[config.mk]
export PLATFORM = sky130hd
export DESIGN_NAME = load_store_unit
export DESIGN_NICKNAME = d
export VERILOG_FILES = /design/src/rtl/load_store_unit.sv
export SDC_FILE = /design/constraint.sdc
export NUM_CORES = 1
export LEC_CHECK = 0
export ABC_AREA = 1
export CAP_MARGIN = 20
export CORE_MARGIN = 2
export CORE_UTILIZATION = 34
export CTS_BUF_LIST = sky130_fd_sc_hd__clkbuf_2
export CTS_CLUSTER_DIAMETER = 30
export CTS_CLUSTER_SIZE = 12
export DETAILED_ROUTE_END_ITERATION = 10
export PLACE_DENSITY = 0.71
export SLEW_MARGIN = 25
export SYNTH_ARGS = -nofsm -noshare
export SYNTH_HDL_FRONTEND = slang
export SYNTH_SLANG_ARGS = --single-unit
[constraint.sdc]
create_clock -name clk -period 5.5 [get_ports clk]
set_input_delay 1.65 -clock clk [delete_from_list [all_inputs] [get_ports clk]]
set_output_delay 1.65 -clock clk [all_outputs]
set_load 0.01 [all_outputs]
[src/rtl/load_store_unit.sv]
// load_store_unit: executes one CPU byte/half/word load or store at a time
// over memory port B. It aligns store data, extracts and extends load data,
// and faults on illegal or misaligned accesses and on memory timeouts.
module load_store_unit #(
  parameter int WAIT_LIMIT = 255
) (
  input  logic        clk,
  input  logic        rst,
  // CPU side
  input  logic        req_valid,
  output logic        req_ready,
  input  logic        req_store,
  input  logic [2:0]  funct3,
  input  logic [31:0] addr,
  input  logic [31:0] wdata,
  output logic        resp_valid,
  output logic [31:0] rdata,
  output logic        fault,
  output logic        mem_wait,
  // memory port B request
  output logic        enb,
  output logic [3:0]  web,
  output logic [31:0] addrb,
  output logic [31:0] dinb,
  // memory port B response
  input  logic [31:0] doutb,
  input  logic        readBValid,
  input  logic [31:0] bReadAddr,
  input  logic        acceptReadB,
  input  logic        acceptWriteB
);

  // The counter only ever has to hold 0 .. WAIT_LIMIT-1.
  localparam int CNT_W = (WAIT_LIMIT < 2) ? 1 : $clog2(WAIT_LIMIT);

  typedef enum logic [1:0] {
    S_IDLE,
    S_REQ,
    S_WAIT_DATA,
    S_RESP
  } state_t;

  state_t           r_state;
  logic             r_store;
  logic [2:0]       r_funct3;
  logic [1:0]       r_addr_lo;
  logic [CNT_W-1:0] r_cnt;

  logic             w_illegal;
  logic [3:0]       w_web;
  logic [31:0]      w_dinb;
  logic [31:0]      w_lane;
  logic [31:0]      w_load_data;
  logic             w_limit;
  logic             w_hit;

  assign req_ready = (r_state == S_IDLE);
  assign mem_wait  = (r_state == S_REQ) || (r_state == S_WAIT_DATA);

  // This cycle is the last one allowed in REQ/WAIT_DATA before timing out.
  assign w_limit = (r_cnt == CNT_W'(WAIT_LIMIT - 1));

  // Read data only counts when it is for the word we asked for.
  assign w_hit = readBValid && (bReadAddr == addrb);

  // Classify the incoming request: unknown size, unsigned store, or misaligned.
  always_comb begin
    w_illegal = 1'b0;
    case (funct3)
      3'b000:  w_illegal = 1'b0;
      3'b001:  w_illegal = addr[0];
      3'b010:  w_illegal = (addr[1:0] != 2'b00);
      3'b100:  w_illegal = req_store;
      3'b101:  w_illegal = req_store | addr[0];
      default: w_illegal = 1'b1;
    endcase
  end

  // Byte enables and lane-replicated write data for the incoming store.
  always_comb begin
    w_web  = 4'b1111;
    w_dinb = wdata;
    case (funct3[1:0])
      2'b00: begin
        w_web  = 4'b0001 << addr[1:0];
        w_dinb = {4{wdata[7:0]}};
      end
      2'b01: begin
        w_web  = 4'b0011 << addr[1:0];
        w_dinb = {2{wdata[15:0]}};
      end
      default: begin
        w_web  = 4'b1111;
        w_dinb = wdata;
      end
    endcase
  end

  // Shift the addressed lane down to bit 0 and extend it by access size.
  always_comb begin
    w_lane      = doutb >> {r_addr_lo, 3'b000};
    w_load_data = w_lane;
    case (r_funct3)
      3'b000:  w_load_data = {{24{w_lane[7]}}, w_lane[7:0]};
      3'b100:  w_load_data = {24'd0, w_lane[7:0]};
      3'b001:  w_load_data = {{16{w_lane[15]}}, w_lane[15:0]};
      3'b101:  w_load_data = {16'd0, w_lane[15:0]};
      default: w_load_data = w_lane;
    endcase
  end

  // Access sequencer: owns state, captured request, counter and all registered outputs.
  always_ff @(posedge clk or posedge rst) begin
    if (rst) begin
      r_state    <= S_IDLE;
      r_store    <= 1'b0;
      r_funct3   <= 3'b000;
      r_addr_lo  <= 2'b00;
      r_cnt      <= '0;
      enb        <= 1'b0;
      web        <= 4'b0000;
      addrb      <= 32'd0;
      dinb       <= 32'd0;
      resp_valid <= 1'b0;
      rdata      <= 32'd0;
      fault      <= 1'b0;
    end else begin
      resp_valid <= 1'b0;
      case (r_state)
        S_IDLE: begin
          if (req_valid) begin
            r_store   <= req_store;
            r_funct3  <= funct3;
            r_addr_lo <= addr[1:0];
            if (w_illegal) begin
              // Rejected without touching memory.
              r_state    <= S_RESP;
              resp_valid <= 1'b1;
              fault      <= 1'b1;
              rdata      <= 32'd0;
            end else begin
              r_state <= S_REQ;
              r_cnt   <= '0;
              enb     <= 1'b1;
              web     <= req_store ? w_web : 4'b0000;
              addrb   <= {addr[31:2], 2'b00};
              dinb    <= req_store ? w_dinb : 32'd0;
            end
          end
        end

        S_REQ: begin
          // A store accepted on the last allowed cycle still completes, but a
          // load accepted then has no budget left for its data and times out.
          if (r_store && acceptWriteB) begin
            r_state    <= S_RESP;
            enb        <= 1'b0;
            web        <= 4'b0000;
            resp_valid <= 1'b1;
            fault      <= 1'b0;
            rdata      <= 32'd0;
          end else if (w_limit) begin
            r_state    <= S_RESP;
            enb        <= 1'b0;
            web        <= 4'b0000;
            resp_valid <= 1'b1;
            fault      <= 1'b1;
            rdata      <= 32'd0;
          end else if (!r_store && acceptReadB) begin
            r_state <= S_WAIT_DATA;
            enb     <= 1'b0;
            web     <= 4'b0000;
            r_cnt   <= r_cnt + CNT_W'(1);
          end else begin
            r_cnt <= r_cnt + CNT_W'(1);
          end
        end

        S_WAIT_DATA: begin
          if (w_hit) begin
            r_state    <= S_RESP;
            resp_valid <= 1'b1;
            fault      <= 1'b0;
            rdata      <= w_load_data;
          end else if (w_limit) begin
            r_state    <= S_RESP;
            resp_valid <= 1'b1;
            fault      <= 1'b1;
            rdata      <= 32'd0;
          end else begin
            r_cnt <= r_cnt + CNT_W'(1);
          end
        end

        S_RESP: begin
          r_state <= S_IDLE;
        end

        default: begin
          r_state <= S_IDLE;
          enb     <= 1'b0;
          web     <= 4'b0000;
        end
      endcase
    end
  end

endmodule

# Word level (Yosys, flattened, before mapping)
# Index checks and enable logic that the tools add are counted.
dict set report op_classes {
  bitwise_logic 2
  order_cmp 0
  shifts 3
  n_reduce_logical 18
  n_eq_ne 20
  multipliers 0
  div_mod_pow 0
  muxes 50
  n_addsub 1
}
# operator count
set ops {}
lappend ops {{32-bit two-way mux} 6}
lappend ops {{32-bit case mux with 4 select lines} 1}
lappend ops {{32-bit case mux with 3 select lines} 1}
lappend ops {{32-bit case mux with 2 select lines} 1}
lappend ops {{8-bit two-way mux} 5}
lappend ops {{32-bit equality test} 1}
lappend ops {{32-bit by 5-bit right shift with 32-bit output} 1}
lappend ops {{4-bit two-way mux} 6}
lappend ops {{8-bit case mux with 3 select lines} 1}
lappend ops {{4-bit case mux with 2 select lines} 2}
lappend ops {{1-bit two-way mux} 15}
lappend ops {{2-bit two-way mux} 7}
lappend ops {{3-bit equality test (second input constant)} 4}
lappend ops {{3-bit AND reduction} 3}
lappend ops {{8-bit by 1-bit adder with 8-bit output (second input constant)} 1}
lappend ops {{8-bit equality test (second input constant)} 1}
lappend ops {{2-bit != test (second input constant)} 4}
lappend ops {{2-bit case mux with 4 select lines} 1}
lappend ops {{3-bit by 1-bit equality test with 1-bit output (second input constant)} 2}
lappend ops {{3-bit logical NOT} 2}
lappend ops {{1-bit case mux with 3 select lines} 2}
lappend ops {{1-bit case mux with 5 select lines} 1}
lappend ops {{5-bit AND reduction} 1}
lappend ops {{2-bit by 1-bit equality test with 1-bit output (second input constant)} 2}
lappend ops {{other kinds (18)} 23}
dict set report totals {
  ramBits 0
  memories 0
  latch_bits 0
  romBits 0
  regBits 117
}

# Depth between registers and ports, before layout
# Gate-level depths: netlist (run 1).
dict set report depth {
  depth_word 6
  ltp_mapped 14
  depth_no_buf 14
}

# Worst setup path after synthesis (run 1)
# OpenSTA, ideal clock, no wires.
dict set report synth_path {
  kind {input to register}
  from {input bReadAddr[1]}
  to {register rdata[25]}
  stages 11
  t_arrival_ns 2.751
  t_required_ns 5.383
  slack_ns 2.632
  path_cell_list {nor3_2 nand2_1 nor2_1 nand2_1 nor2_2 nand2_4 clkbuf_1 nand3_1 nand3_1 nand2_1 nand2_1}
}
dict set report synth_between {
  elab_chain_len 4
}
# item line
set synth_rtl {}
lappend synth_rtl {{start: declaration} 28} ;# input logic [31:0] bReadAddr,
lappend synth_rtl {{32-bit equality test} 64} ;# assign w_hit = readBValid && (bReadAddr == addrb);
lappend synth_rtl {{1-bit logical AND} 64}
lappend synth_rtl {{32-bit two-way mux} 180} ;# if (w_hit) begin
lappend synth_rtl {{32-bit case mux with 3 select lines} 129} ;# case (r_state)
lappend synth_rtl {{end signal: assignment} 184} ;# rdata <= w_load_data;
lappend synth_rtl {{end: declaration} 17} ;# output logic [31:0] rdata,
# Every way passes these cells.
# A chain may end at the register's enable or synchronous reset.

# Worst setup path after layout (run 1)
dict set report layout_path {
  from {register r_state[0]}
  to {output mem_wait}
}
dict set report layout_between {
  elab_chain_len 2
  elab_cells_between_ends 3
}
# item line
set layout_rtl {}
lappend layout_rtl {{start: declaration} 43} ;# state_t r_state;
lappend layout_rtl {{start signal: assignment} 115} ;# r_state <= S_IDLE;
lappend layout_rtl {{start signal: assignment} 137} ;# r_state <= S_RESP;
lappend layout_rtl {{start signal: assignment} 142} ;# r_state <= S_REQ;
lappend layout_rtl {{2-bit by 1-bit equality test with 1-bit output / 2-bit equality test (equally long branches)} 58} ;# assign mem_wait = (r_state == S_REQ) || (r_state == S_WAIT_DATA);
lappend layout_rtl {{1-bit logical OR (*)} 58}
lappend layout_rtl {{end: declaration} 19} ;# output logic mem_wait,
# Every way passes the cells marked *; elsewhere a longest branch is shown, timed or not.

==> results of run 1 <==
-- cells in the mapped netlist (4+ instances only) --
cell type	instances
o21ai_1	8
xnor2_1	24
o21ai_0	65
nand2_1	429
nor2_2	4
inv_1	73
nand3_1	86
nor2_1	64
or2_2	5
o211ai_1	6
buf_6	6
a21oi_1	35
o31ai_1	27
o22ai_1	8
clkbuf_1	30
dfrtp_1	117
buf_2	16
ha_1	6
inv_2	7
-- layer usage --
| metal | share of wire [%] | vias to the layer above | routed length, µm |
|---|---|---|---|
| met1 | 43 | 3396 | 10100 |
| met2 | 46 | 329 | 10700 |
| met4 | 1.4 | 0 | 318 |
| met5 | 0 | - | 0 |
| met3 | 9.9 | 26 | 2320 |
| li1 | - | 3770 | - |
-- cell type report --
type	instances	area share, %
inverter	81	3.09
timing repair buffer	250	24.8
antenna	1	0.0250
clock inverter	15	1.59
clock buffer	17	0.851
sequential	117	29.3
multi-input combinational	793	36.9
tap	275	3.44
-- per-stage QoR --
step                util [%]  cells  total power [mW]  hold WS [ns]  worst slack, ns
finish                  47.9   1549              4.14         0.518             1.46
CTS                     47.8   1548              4.17         0.520             1.39
detailed placement      46.7   1516              3.55         0.469             1.36
floorplan                  -   1049              2.61         0.453            0.749
global placement        46.7   1516              3.53         0.464             1.41
global route            47.9   1549              4.47         0.545             1.31
-- worst paths after layout --
check / from / to / slack, ns / cells past startpoint
max in group asynchronous: rst / r_state[0]$_DFFE_PP0P_ / 3.29 / 3
max reg2reg: r_cnt[0]$_DFFE_PP0P_ / fault$_DFFE_PP0P_ / 2.82 / 8
max: r_state[0]$_DFFE_PP0P_ / mem_wait / 1.46 / 3
min: dinb[26]$_DFFE_PP0P_ / dinb[26]$_DFFE_PP0P_ / 0.52 / 2
min in group asynchronous: rst / dinb[14]$_DFFE_PP0P_ / 1.38 / 2
min reg2reg: dinb[26]$_DFFE_PP0P_ / dinb[26]$_DFFE_PP0P_ / 0.52 / 2
-- logic make-up after synthesis --
group,after synthesis
AO/OA/AOI/OAI,154
multiplexers,1
flip-flops,117
AND/OR/NAND/NOR,604
adder cells (fa/ha/maj),6
XOR/XNOR,26
buffers and inverters,139
other,1
-- worst min-delay path, stage by stage (launching register included) --
cell and delay [ns]:
dfrtp_1 0.40, nand2_1 0.05, o31ai_1 0.05
-- power groups by stage --
stage,clock network [mW],registers [mW],logic (mW)
floorplan,0,1.43,1.18
global placement,0,1.39,2.14
detailed placement,0,1.39,2.16
CTS,0.629,1.38,2.16
global route,0.668,1.42,2.38
finish,0.606,1.38,2.16
-- sequential cells by signal, indices dropped and copies added (netlist names) --
register	flops
resp_valid	1
r_state	2
r_store	1
r_cnt	8
r_addr_lo	2
addrb	30
enb	1
r_funct3	3
web	4
dinb	32
rdata	32
fault	1
==> impl_metrics.csv, run 1 <==
group,metric,value,unit
timing,slew_violations,0,
yosys,synth_top_family_by_area,"simple AND/OR/NAND/NOR gates",
power,power.leakage,4.66,nW
clock_network,cts_buffers,17,
grt,grt_pass1_vias,7010,
drt,viasPerCell,4.86,
worst_setup_path,path_cells,"inv_1 > ha_1 > clkdlybuf4s50_1",
grt,grtUsageMet1,28.2,%
drt,antenna_left,0,
yosys,synthMuxAreaShare,0.139,%
power,powerDensity,415,nW/µm²
drt,finalWirelength,23400,µm
floorplan,start_util,34.5,%
floorplan,die-area,22400,µm²
yosys,async_flop_share,100,%
timing,skew,0.0465,ns
worst_setup_path,end_kind,"primary output",
clock_network,cts_root_buf,"clkbuf_2",
yosys,synth_xor_area_share,3.16,%
layout,finish.net_count,1404,
worst_hold_path,min_path_type,"flop to flop",
drt,drt_iter0_drc,528,
worst_setup_path,crit_fanout,9,
floorplan,core_area,20900,µm²
yosys,synth_area_leaders,"dfrtp_1, nand2_1, nand3_1, o21ai_0, inv_1",
drt,dr.pass1.iters,5,
grt,grt.busiest_layer,"met2",
floorplan,io_pins,243,
power,seqPwrFrac,33.4,%
power,p_sw_share,46.1,%
layout,final_area,10000,µm²
worst_setup_path,critPathKind,"flop to primary output",
worst_setup_path,critPathMaxStageDelay,0.61,ns
yosys,ys_seq_area_share,40.6,%
grt,grt_first_pass_wirelength,37100,µm
yosys,ys_warn_count,0,
yosys,yosys.area.top_type,"dfrtp_1",
layout,regArea,2930,µm²
timing,finalSetupTns,0,ns
power,combPwrFrac,52.0,%
grt,grt_usage,21.1,%
yosys,ys_ff_latch,117,
layout,final_common_cell,"nand2_1",
layout,multi_input_area,3690,µm²
grt,antenna_found_initial,1,
layout,syn2layout_area_growth,38.6,%
layout,final_cell_mix,"nand2_1, clkdlybuf4s50_1, dfrtp_1, nand3_1, inv_1",
clock_network,cts_tree,"built",
worst_setup_path,crit_path_top_delay_cell,"clkdlybuf4s50_1",
drt,wl_per_cell,15.1,µm
run,max_cap_violations,0,
yosys,synthSimpleGateAreaFrac,34.3,%
timing,period_share,73.4,%
yosys,synth.top_cell.area_share,40.6,%
yosys,synth_compound_area_share,12.4,%
grt,grt_start_max_net_pins,75,
grt,gr-usage-met3,6.19,%
floorplan,die_w,150,µm
yosys,postSynthAreaPerCell,6.88,µm²
clock_network,clock_latency,0.75,ns
timing,setup_viol,0,
yosys,synth_edf_count,0,
grt,grtUsageMet2,33.6,%
yosys,synth_cell_types,40,
clock_network,h-tree-depth,4,
power,internal_power,2.23,mW
timing,hold_viol,0,
placement,io_buffers,240,
clock_network,numClockSinks,117,
timing,tightest_slew,0.859,ns
power,irDropWorstVdd,0.243,mV
drt,drc,0,
yosys,synth_cells,1048,
floorplan,core.rowCount,53,
timing,rsz0062_at_grt,"false",
placement,place_congestion,0.855,
timing,fmax,248,MHz
placement,place_hpwl,16800,µm
clock_network,cts_resized,0,
worst_setup_path,start_kind,"flop",
worst_setup_path,path_delay_family,"buffers and inverters",
power,clkPwrFrac,14.6,%
layout,final_layout_size_suffix_gt1_share,5.73,%
worst_setup_path,arrival,2.39,ns
worst_setup_path,cp_num_buf_inv,2,
grt,overflow,0,
clock_network,clockBufferDepth,2,
power,p_sw,1.91,mW
layout,fill_cells,2081,
clock_network,cts.reportedPaths.clkPinSlew,0.24,ns
run_status,outcome,"finished, final reports clean",
clock_network,cts_hold_buf,0,
clock_network,post-cts-setup-buffers,0,
yosys,synth_ff_type,"dfrtp_1",
drt,vias,7521,
floorplan,die_y,150,µm
yosys,synth_adder_area_share,1.04,%
timing,period_minus_slack,4.04,ns
worst_setup_path,cp.required,3.85,ns
yosys,syn_area,7210,µm²
placement,placed_area,9750,µm²
timing,slew_headroom,42.4,%
No activity file was read; power rests on OpenSTA's default activity.
==> inputs of run 2 (changes only) <==
PLACE_DENSITY = 0.73   (was 0.71)
clock period = 3.31 ns   (was 5.5 ns; I/O delays follow)
==> run 2 against run 1 <==
Via count up 0.94%. Wire length up 0.37%. Sequential cell count unchanged. Worst hold slack worse by 0.0045 ns. Total power up 68%. Utilization up 0.49 points. Highest routed layer unchanged. Cell area up 1.0%. First-iteration DRC count down 12%.
==> impl_metrics.csv, run 2 (synthesis gave the netlist of run 1 again) <==
group,metric,value,unit
run_status,outcome,"finished, final reports clean",
clock_network,clockBufferDepth,2,
clock_network,cts_tree,"built",
power,powerDensity,688,nW/µm²
worst_setup_path,arrival,2.08,ns
timing,setup_viol,0,
grt,grt_pass1_vias,6993,
timing,hold_viol,0,
grt,antenna_found_initial,1,
grt,overflow,0,
floorplan,io_pins,243,
drt,drt_iter0_drc,465,
layout,fill_cells,2067,
timing,finalWorstSetupSlack,0.240,ns
drt,wl_per_cell,15.1,µm
layout,final_layout_size_suffix_gt1_share,6.25,%
timing,period_share,92.7,%
placement,io_buffers,240,
grt,grt_first_pass_wirelength,37100,µm
drt,drc,0,
floorplan,core.rowCount,53,
timing,rsz0062_at_grt,"false",
layout,final_cell_mix,"nand2_1, clkdlybuf4s50_1, dfrtp_1, nand3_1, inv_1",
worst_hold_path,min-delay-start,"dinb[15]$_DFFE_PP0P_",
layout,largestRegisters,"dinb x32, rdata x32, addrb x30",
drt,vias,7592,
clock_network,h-tree-depth,4,
clock_network,cts.reportedPaths.clkPinSlew,0.20,ns
worst_setup_path,r2r_start,"r_cnt[0]$_DFFE_PP0P_",
worst_hold_path,min_path_type,"flop to flop",
drt,dr.pass1.iters,5,
layout,finish.net_count,1410,
timing,tightest_slew,0.658,ns
power,irDropWorstVdd,0.376,mV
layout,syn2layout_area_growth,40.0,%
floorplan,die-area,22400,µm²
timing,fmax,326,MHz
drt,viasPerCell,4.88,
floorplan,die_y,150,µm
floorplan,core_area,20900,µm²
worst_setup_path,startpoint,"r_state[1]$_DFFE_PP0P_",
run,max_cap_violations,0,
worst_setup_path,end_kind,"primary output",
timing,slew_headroom,56.1,%
layout,utilization,48.3,%
clock_network,cts_root_buf,"clkbuf_2",
clock_network,clock_latency,0.73,ns
clock_network,numClockSinks,117,
timing,hold_ws,0.513,ns
drt,finalWirelength,23500,µm
placement,place_hpwl,16900,µm
worst_setup_path,crit_fanout,4,
worst_setup_path,critPathKind,"flop to primary output",
timing,period_minus_slack,3.07,ns
power,power.leakage,4.72,nW
placement,place_congestion,0.866,
floorplan,die_w,150,µm
power,power,6.95,mW
timing,skew,0.0486,ns
layout,final_common_cell,"nand2_1",
drt,antenna_left,0,
grt,grt_usage,21.0,%
placement,pre_cts_slack,0.193,ns
floorplan,start_util,34.5,%
grt,grt_start_max_net_pins,118,
clock_network,cts_buffers,17,
worst_setup_path,start_kind,"flop",
timing,slew_violations,0,
worst_setup_path,cp.required,2.32,ns
timing,finalSetupTns,0,ns
clock_network,cts_hold_buf,0,
-- run 2: final cells by class --
type	count	area, µm²	area share [%]
diodes	3	7.51	0.0743
clock inverters	15	168	1.66
repair buffers	256	2560	25.4
flip-flops and latches	117	2930	29.0
inverters	81	308	3.05
well taps	275	344	3.41
multi-input cells	793	3690	36.6
clock buffers	17	85.1	0.843
-- run 2: where the power goes --
part	total, mW	internal, mW	switching, mW	leakage, nW
Combinational	3.66	1.58	2.08	3.03
Sequential	2.25	1.87	0.385	1.53
Clock	1.03	0.368	0.663	0.148
-- run 2: per-layer routing --
metal	GRT usage, %	wire [µm]	part of all wire [%]
met1	27.5	10000	43
met2	33.1	10800	46
met3	7.59	2370	10
met4	5.38	328	1.4
met5	0	0	0
-- run 2: worst paths after layout --
kind	end	slack (ns)	depth (start not counted)
worst max-delay path	mem_wait	0.24	3
worst min-delay path	dinb[15]$_DFFE_PP0P_	0.51	2
worst max register to register	rdata[10]$_DFFE_PP0P_	0.93	11
worst min register to register	dinb[15]$_DFFE_PP0P_	0.51	2
max in group asynchronous	r_state[0]$_DFFE_PP0P_	2.00	3
min in group asynchronous	rdata[7]$_DFFE_PP0P_	0.79	3
-- run 2: stage by stage --
step	cells	instance area [µm²]
finish	1557	10100
global route	1557	10100
CTS	1554	10100
detailed placement	1522	9830
global placement	1522	9830
floorplan	1049	7220
-- run 2: critical path: stages (launching register included) --
cell             delay, ns
dfrtp_1               0.42
inv_1                 0.09
ha_2                  0.35
clkdlybuf4s50_1       0.54
-- run 2: what timing repair did --
| action | 4_1_cts | 5_1_grt |
|---|---|---|
| gates resized for setup | 1 | 2 |
| setup endpoints to repair | 1 | 2 |
| setup buffers | 0 | 0 |
==> inputs of run 3 (changes only) <==
ABC_CLOCK_PERIOD_IN_PS = 3310   (was default)
==> results of run 3 <==
The final DEF is identical to that of run 2; final timing and power are the same.
